$ cat src/rtl/wb_pkg.sv
// rtl/wb_pkg.sv - shared types and source ids for the port-2 writeback arbiter
package wb_pkg;

  typedef struct packed {
    logic [5:0]  dest;
    logic [31:0] data;
    logic [4:0]  rob;
    logic        cmp;
  } wb_entry_t;

  localparam logic SRC_LQ = 1'b0;
  localparam logic SRC_MS = 1'b1;

endpackage

$ cat src/rtl/wb_skid_fifo.sv
// rtl/wb_skid_fifo.sv - small per-producer FIFO with MSB-wrap full/empty detection
module wb_skid_fifo #(
  parameter int  DEPTH = 2,
  parameter type T     = logic
) (
  input  logic clk,
  input  logic rst_n,
  input  logic i_flush,
  input  logic i_push,
  input  T     i_push_data,
  input  logic i_pop,
  output T     o_head,
  output logic o_full,
  output logic o_empty
);

  localparam int AW = $clog2(DEPTH);

  logic [AW:0] r_wptr;
  logic [AW:0] r_rptr;
  T            r_mem [DEPTH];
  logic        w_do_push;
  logic        w_do_pop;

  assign o_empty   = (r_wptr == r_rptr);
  assign o_full    = (r_wptr[AW] != r_rptr[AW]) && (r_wptr[AW-1:0] == r_rptr[AW-1:0]);
  assign o_head    = r_mem[r_rptr[AW-1:0]];
  assign w_do_push = i_push && !o_full && !i_flush;
  assign w_do_pop  = i_pop && !o_empty && !i_flush;

  // Extra pointer bit distinguishes full from empty; wraps modulo 2*DEPTH.
  always_ff @(posedge clk or negedge rst_n) begin
    if (!rst_n) begin
      r_wptr <= '0;
      r_rptr <= '0;
    end else if (i_flush) begin
      r_wptr <= '0;
      r_rptr <= '0;
    end else begin
      if (w_do_push) r_wptr <= r_wptr + 1'b1;
      if (w_do_pop)  r_rptr <= r_rptr + 1'b1;
    end
  end

  always_ff @(posedge clk) begin
    if (w_do_push) r_mem[r_wptr[AW-1:0]] <= i_push_data;
  end

endmodule

$ cat src/rtl/p2_writeback_arbiter.sv
// rtl/p2_writeback_arbiter.sv - arbitrates LQ and memsched writebacks onto the port-2 PRF write and completion bus
module p2_writeback_arbiter
  import wb_pkg::*;
#(
  parameter int DEPTH      = 2,
  parameter int STARVE_MAX = 3
) (
  input  logic        cpu_clk_i,
  input  logic        cpu_rst_ni,
  input  logic        flush_i,
  input  logic        lq_valid_i,
  output logic        lq_ready_o,
  input  logic [5:0]  lq_dest_i,
  input  logic [31:0] lq_data_i,
  input  logic [4:0]  lq_rob_i,
  input  logic        ms_valid_i,
  output logic        ms_ready_o,
  input  logic [5:0]  ms_dest_i,
  input  logic [31:0] ms_data_i,
  input  logic [4:0]  ms_rob_i,
  input  logic        ms_cmp_i,
  output logic        p2_we_o,
  output logic [5:0]  p2_dest_o,
  output logic [31:0] p2_data_o,
  output logic        cmp_valid_o,
  output logic [4:0]  cmp_rob_o
);

  localparam int SW = $clog2(STARVE_MAX + 1);

  wb_entry_t   w_lq_in, w_ms_in, w_lq_head, w_ms_head, w_head;
  logic        w_lq_full, w_lq_empty, w_ms_full, w_ms_empty;
  logic        w_grant_lq, w_grant_ms, w_any, w_src, w_starved;
  logic [SW-1:0] r_starve;
  logic        r_we, r_cmp;
  logic [5:0]  r_dest;
  logic [31:0] r_data;
  logic [4:0]  r_rob;

  assign w_lq_in    = '{dest: lq_dest_i, data: lq_data_i, rob: lq_rob_i, cmp: 1'b1};
  assign w_ms_in    = '{dest: ms_dest_i, data: ms_data_i, rob: ms_rob_i, cmp: ms_cmp_i};
  assign lq_ready_o = !w_lq_full;
  assign ms_ready_o = !w_ms_full;

  wb_skid_fifo #(.DEPTH(DEPTH), .T(wb_entry_t)) u_lq_fifo (
    .clk(cpu_clk_i), .rst_n(cpu_rst_ni), .i_flush(flush_i),
    .i_push(lq_valid_i), .i_push_data(w_lq_in), .i_pop(w_grant_lq),
    .o_head(w_lq_head), .o_full(w_lq_full), .o_empty(w_lq_empty)
  );

  wb_skid_fifo #(.DEPTH(DEPTH), .T(wb_entry_t)) u_ms_fifo (
    .clk(cpu_clk_i), .rst_n(cpu_rst_ni), .i_flush(flush_i),
    .i_push(ms_valid_i), .i_push_data(w_ms_in), .i_pop(w_grant_ms),
    .o_head(w_ms_head), .o_full(w_ms_full), .o_empty(w_ms_empty)
  );

  // LQ has priority unless memsched has been passed over STARVE_MAX times in a row.
  assign w_starved  = (r_starve == SW'(STARVE_MAX));
  assign w_grant_ms = !w_ms_empty && (w_lq_empty || w_starved);
  assign w_grant_lq = !w_lq_empty && !w_grant_ms;
  assign w_any      = w_grant_lq || w_grant_ms;
  assign w_src      = w_grant_ms ? SRC_MS : SRC_LQ;
  assign w_head     = w_grant_ms ? w_ms_head : w_lq_head;

  always_ff @(posedge cpu_clk_i or negedge cpu_rst_ni) begin
    if (!cpu_rst_ni) begin
      r_starve <= '0;
    end else if (flush_i || w_ms_empty || w_grant_ms) begin
      r_starve <= '0;
    end else if (w_grant_lq && !w_starved) begin
      r_starve <= r_starve + SW'(1);
    end
  end

  always_ff @(posedge cpu_clk_i or negedge cpu_rst_ni) begin
    if (!cpu_rst_ni) begin
      r_we   <= 1'b0;
      r_cmp  <= 1'b0;
      r_dest <= '0;
      r_data <= '0;
      r_rob  <= '0;
    end else if (flush_i) begin
      r_we   <= 1'b0;
      r_cmp  <= 1'b0;
      r_dest <= '0;
      r_data <= '0;
      r_rob  <= '0;
    end else begin
      r_we  <= w_any;
      r_cmp <= w_any && ((w_src == SRC_LQ) || w_head.cmp);
      if (w_any) begin
        r_dest <= w_head.dest;
        r_data <= w_head.data;
        r_rob  <= w_head.rob;
      end
    end
  end

  assign p2_we_o     = r_we;
  assign p2_dest_o   = r_dest;
  assign p2_data_o   = r_data;
  assign cmp_valid_o = r_cmp;
  assign cmp_rob_o   = r_rob;

endmodule

$ cat config.mk
export PLATFORM = sky130hd
export DESIGN_NAME = p2_writeback_arbiter
export DESIGN_NICKNAME = d
export VERILOG_FILES = /design/src/rtl/wb_pkg.sv /design/src/rtl/wb_skid_fifo.sv /design/src/rtl/p2_writeback_arbiter.sv
export SDC_FILE = /design/constraint.sdc
export NUM_CORES = 1
export LEC_CHECK = 0
export ABC_AREA = 1
export BUFFER_PORTS_ARGS = -buffer_cell sky130_fd_sc_hd__buf_2
export CAP_MARGIN = 20
export CORE_ASPECT_RATIO = 0.75
export CORE_MARGIN = 2
export CORE_UTILIZATION = 45
export DETAILED_ROUTE_END_ITERATION = 8
export PLACE_DENSITY = 0.66
export SETUP_SLACK_MARGIN = 0.4
export SLEW_MARGIN = 20
export SYNTH_ARGS = -nofsm -noshare
export SYNTH_HDL_FRONTEND = slang
export SYNTH_SLANG_ARGS = --single-unit
export TNS_END_PERCENT = 5
$ cat constraint.sdc
create_clock -name cpu_clk_i -period 4.9 [get_ports cpu_clk_i]
set_input_delay 0.245 -clock cpu_clk_i [delete_from_list [all_inputs] [get_ports cpu_clk_i]]
set_output_delay 0.245 -clock cpu_clk_i [all_outputs]
set_load 0.02 [all_outputs]
# Word-level counts from Yosys, hierarchy flattened
# Memory sizes are Yosys's and may differ from the RTL's.
# Index checks and enable logic that the tools add are counted.
word_totals:
  reg_bits: 55
  latchBits: 0
  mem_bits_rw: 174
  romBits: 0
  out_inout_bits: 47
  memories: 2
mem_list:
  columns: ["name", "depth", "word_bits", "rd", "rd_clocked_by_memory_dff", "write_ports", "line_no", "rtl"]
  rows:
  - ["u_ms_fifo.r_mem", 2, 44, 1, 0, 1, "wb_skid_fifo.sv:21", "T r_mem [DEPTH];"]
  - ["u_lq_fifo.r_mem", 2, 43, 1, 0, 1, "wb_skid_fifo.sv:21", null]
op_classes:
  addsub: 5
  mul: 0
  div_mod_pow: 0
  order_cmp: 0
  n_eq_ne: 7
  shifts: 0
  n_mux: 24
  bitwise_logic: 1
  reduce_logical: 32
op_table:
  columns: ["operator", "count"]
  rows:
  - ["$mux W32", 2]
  - ["$mux W44", 1]
  - ["$mux W2", 10]
  - ["$logic_and A1 B1 Y1", 14]
  - ["$mux W6", 2]
  - ["$reduce_bool A2 Y1", 6]
  - ["$add A2 B1 Y2 const B", 5]
  - ["$mux W5", 2]
  - ["$logic_not A1 Y1", 7]
  - ["$mux W1", 7]
  - ["$logic_or A1 B1 Y1", 5]
  - ["$eq A2 B2 Y1", 2]
  - ["$eq A1 B1 Y1", 2]
  - ["$eq A2 B2 Y1 const B", 1]
  - ["$ne A1 B1 Y1", 2]
  - ["$not A1 Y1", 1]

# Logic depth before layout (Yosys ltp)
logic_depth:
  depth_word: 9
  mapped_depth: 11
  depth_no_buf: 9

# Cells and area by module
# From an unflattened synthesis, not the netlist that was laid out.
unflattened:
  cells_unflattened: 903
  area_unflattened_um2: 9497.9
by_module_without_submodules:
  columns: ["mod", "instances", "cells_per_inst", "area_each_um2", "seq_area_each_um2"]
  rows:
  - ["wb_skid_fifo", 2, 274, 3467.1, 2742.6]
  - ["p2_writeback_arbiter", 1, 355, 2563.7, 1176.1]

# Worst setup path after synthesis
# OpenSTA, ideal clock, no wires.
synth_path:
  path_kind: "register to register"
  startpoint: "register u_ms_fifo.r_rptr[0]"
  endpoint: "memory u_ms_fifo.r_mem[0][0] (netlist name) (enable)"
  setup_ns: 0.502
  arrival_ns: 3.968
  path_slack_ns: 0.430
  path_stages_with_launch: 7
  path_buffers: 0
  path_cell_list: "dfrtp_1 > clkinv_2 > nand2_1 > nand2_1 > nand2_1 > nand2_1 > nor3_1"
synth_via:
  elab_chain_len: 7
synth_rtl:
  columns: ["element", "line_no", "rtl"]
  rows:
  - ["start: declaration", "wb_skid_fifo.sv:20", "logic [AW:0] r_rptr;"]
  - ["start signal: assignment", "wb_skid_fifo.sv:41", "if (w_do_pop) r_rptr <= r_rptr + 1'b1;"]
  - ["$eq A1 B1 Y1", "wb_skid_fifo.sv:26", "assign o_full = (r_wptr[AW] != r_rptr[AW]) && (r_wptr[AW-1:0] == r_rptr[AW-1:0]);"]
  - ["$logic_and A1 B1 Y1", "wb_skid_fifo.sv:26", null]
  - ["$logic_not A1 Y1", null, null]
  - ["net ms_ready_o", "p2_writeback_arbiter.sv:17", "output logic ms_ready_o,"]
  - ["$logic_and A1 B1 Y1 (2 in series)", "wb_skid_fifo.sv:28", "assign w_do_push = i_push && !o_full && !i_flush;"]
  - ["$mux W1", "wb_skid_fifo.sv:46", "if (w_do_push) r_mem[r_wptr[AW-1:0]] <= i_push_data;"]
  - ["$mux W1 (not written as such)", "wb_skid_fifo.sv:46", null]
  - ["end: declaration", "wb_skid_fifo.sv:21", null]
# The timed path passes the listed nets, and every way through them passes these cells.

# Worst setup path in the final report
layout_path:
  startpoint: "register u_ms_fifo.r_rptr[0]"
  endpoint: "register u_ms_fifo.r_rptr[0]"
layout_via:
  elab_chain_len: 6
  word_cells_on_any_way: 9
layout_rtl:
  columns: ["element", "line_no", "rtl"]
  rows:
  - ["$eq A2 B2 Y1", "wb_skid_fifo.sv:25", "assign o_empty = (r_wptr == r_rptr);"]
  - ["$logic_not A1 Y1", "wb_skid_fifo.sv:29, p2_writeback_arbiter.sv:59", null]
  - ["$logic_and A1 B1 Y1", "p2_writeback_arbiter.sv:59", "assign w_grant_ms = !w_ms_empty && (w_lq_empty || w_starved);"]
  - ["$logic_and A1 B1 Y1 (2 in series)", "wb_skid_fifo.sv:29", "assign w_do_pop = i_pop && !o_empty && !i_flush;"]
  - ["$reduce_bool A2 Y1 (no line)", null, null]
# Several ways; a longest one is shown, not always the timed one. The select of a mux whose other input is x is not followed.
# A chain may end at the register's enable or synchronous reset.

==> metrics.txt <==
XOR/XNOR Fraction of Synth Area=0.3866%; initial antenna violation count=0; MaxCap Viol Count=0; commonest cells after routing, fill and taps aside=174 x edfxtp_1, 161 x nand2_1, 138 x buf_2; Compound-Gate Fraction of Synth Area=~2.8%; Fillers=1,559; fmax=0.3131 GHz; aggregate global-route resource usage=19.04%; slowest CP cell=dfrtp_2; total grt overflow=0; Final Util=around three fifths; Avg Cell Area, Syn=between 10 and 15 sq um; final net count=~1,000; CTS tree=built; overall die height=126.9 um; Synth top area share=a little under 60%; Cell Pwr Density=549.1 mW/mm^2; Initial Utilization=46.37%; pin count of the biggest net entering global routing=56; CP Launch Type=register; critical path endpoint category=register; Seq/Total Area, Yosys=72.84%; outcome=complete, no violations; Post-CTS Setup Bufs=0; Synth Net Count=786; Power Total=6353 uW; share of layout cells above drive strength 1=24.49%; # setup viols final=0; DR pass1 iterations=5; vias in the first global route=6,064; Fin Setup TNS=0 ns; Final ANT Viol Nets=0; Total Wirelength=20,100 um; most common cell after layout, fill and taps aside=edfxtp_1; slowest stage delay, CP=0.87 ns; WP data arrival=3.58 ns; P&R area growth vs syn=27.67%; post-route minimum period=3.194 ns; Die ar.=0.02130 sq mm; first-pass GRT wire length=between 30,000 and 40,000 um; actual slew at the worst max-slew pin=1.033 ns; clock skew=0.009911 ns; vias post-DR=5,963; slew margin rel.=approximately 31%; DR DRC count=0; Pleak=0.004805 uW; #FFs+latches synth=229; post-synthesis adder-cell area fraction=0.1381%; wire per inst=16.92 um; Req. time, crit path=5.29 ns; max-slew violations=0; initial drt markers=~460; maximum net fanout on the critical path=48; Avg Vias per Cell=5.019; VDD IR max=0.2581 mV; synth top area cells=edfxtp_1 58%, dfrtp_1 15%, nand2_1 6.7%; crit-path cells=clkinv_2 -> nand2_1 -> nand2_1 -> nand2_2 -> buf_4 -> nand2_2 -> o21ai_0 -> nor2_1; crit path kind=reg2reg; R2R setup slack=approximately 1.7 ns; Buffers & Inverters on Critical Path=2; yosys warns=0; Clock Pin Slew Worst Setup and Hold Paths=0.06 ns; width of the die=167.9 um; Final Wtd Congestion=0.7368; Cell Area, Synth=0.009062 sq mm; Final Hold Viols=0; area leader, netlist=edfxtp_1; Root Driver=clkbuf_16; clk_lat worst skew=0.51 ns; Max clock buf depth=3; Post-DP HPWL=roughly 12,000 um; Post-CTS Resized=0; fin crit share=around 65%; Simple-Gate Fraction of Synth Area=approximately 16%; IO Pins=139; antenna diode count=0; family with the most delay on the worst path=simple AND/OR/NAND/NOR gates; site row count=between 40 and 50; largest family of logic cells by synthesized area=simple AND/OR/NAND/NOR gates; Clock Sinks=~230; Placeable Area=around 0.020 sq mm; post-synth cell types=26; HP Class=in2reg; H-tree depth=1; Cells after Synth=693; CTS Buf Count=23; # port buffers=138; post-synthesis mux area share=4.749%; RSZ-0062 raised after global routing=no
-- cell families after synthesis --
group | Yosys count
xor gates and xnor gates | 4
muxes | 43
AOI/OAI and AO/OA | 50
adders and majority gates | 1
DFF | 229
and+or+nand+nor | 313
buffers and inverters | 53
-- power breakdown --
part	switching, uW	internal (uW)	leakage (uW)
logic	1380	688	0.00215
registers	205	2440	0.00231
clock network	693	950	0.000351
-- Yosys cell counts --
cell      number
nor2_4         1
nand2_4        1
nor2_1         3
clkinv_2       1
edfxtp_1     174
xor2_1         4
o21ai_0       48
nand2_1      161
ha_1           1
or2_1         13
buf_2         19
buf_4          1
dfrtp_1       55
nor3b_1        1
nor3_4         1
mux2i_1       43
buf_6          8
clkbuf_1      10
nor3_1         5
nand3_1       94
o21ai_1        1
inv_1         12
nand2_2        3
a21oi_1        1
inv_2          2
or2_2         30
-- layer usage --
metal	up-vias	GRT usage [%]	part of all wire, %	wire length (um)
li1	2894	-	-	-
met1	2864	26.79	46	9326
met2	178	31.70	47	9406
met3	27	2.995	5.0	996
met4	0	4.143	1.8	366
met5	-	0	0	0
-- worst register-to-register path: stages (launching register included) --
cell and delay (ns):
dfrtp_2 0.87, clkinv_2 0.14, nand2_1 0.10, nand2_1 0.07, nand2_2 0.39, buf_4 0.39, nand2_2 0.63, o21ai_0 0.43
nor2_1 0.06
-- stage by stage --
| stage | setup WS (ns) | std cells | hold WS, ns | cell area, sq um |
|---|---|---|---|---|
| after CTS | 1.667 | 1187 | 0.1486 | 11540 |
| after global placement | 1.738 | 1058 | 0.4292 | 9952 |
| after global routing | 1.292 | 1188 | 0.1905 | 11570 |
| after detailed placement | 1.669 | 1058 | 0.4361 | 9952 |
| final | 1.706 | 1188 | 0.1582 | 11570 |
| after floorplan | 0.4300 | 693 | -0.05059 | 9062 |
-- cell type report --
cell class              instances  area [sq um]  share of cell area [%]
flip-flops and latches        229          6604                   57.08
clock buffers                  31         625.6                   5.407
inverters                      15         57.56                  0.4975
clock inverters                10         83.83                  0.7246
repair buffers                239          1689                   14.60
multi-input cells             411          2193                   18.96
well taps                     253         316.6                   2.736
-- worst paths after layout --
check                                     from                   to  cells after the start
setup / recovery           u_ms_fifo.r_rptr[0]  u_ms_fifo.r_rptr[0]                      8
hold / removal                      lq_valid_i  u_lq_fifo.r_wptr[1]                      4
setup reg to reg           u_ms_fifo.r_rptr[0]  u_ms_fifo.r_rptr[0]                      8
hold reg to reg                    r_starve[0]          r_starve[0]                      1
max in group asynchronous           cpu_rst_ni  u_lq_fifo.r_rptr[0]                      3
min in group asynchronous           cpu_rst_ni         p2_data_o[0]                      3
-- flip-flops by register name, summed over array words and instances (netlist names) --
signal            flops
r_starve              2
cmp_valid_o           1
cmp_rob_o             5
u_ms_fifo.r_mem      88
u_ms_fifo.r_wptr      2
p2_dest_o             6
u_lq_fifo.r_rptr      2
p2_we_o               1
u_ms_fifo.r_rptr      2
u_lq_fifo.r_mem      86
p2_data_o            32
u_lq_fifo.r_wptr      2
-- repair_timing --
| action | CTS | global route |
|---|---|---|
| endpoints found under the setup margin | 0 | 0 |
| hold buffers | 88 | 0 |
| hold endpoints to repair | 229 | 0 |
(Power assumes the default switching activity.)
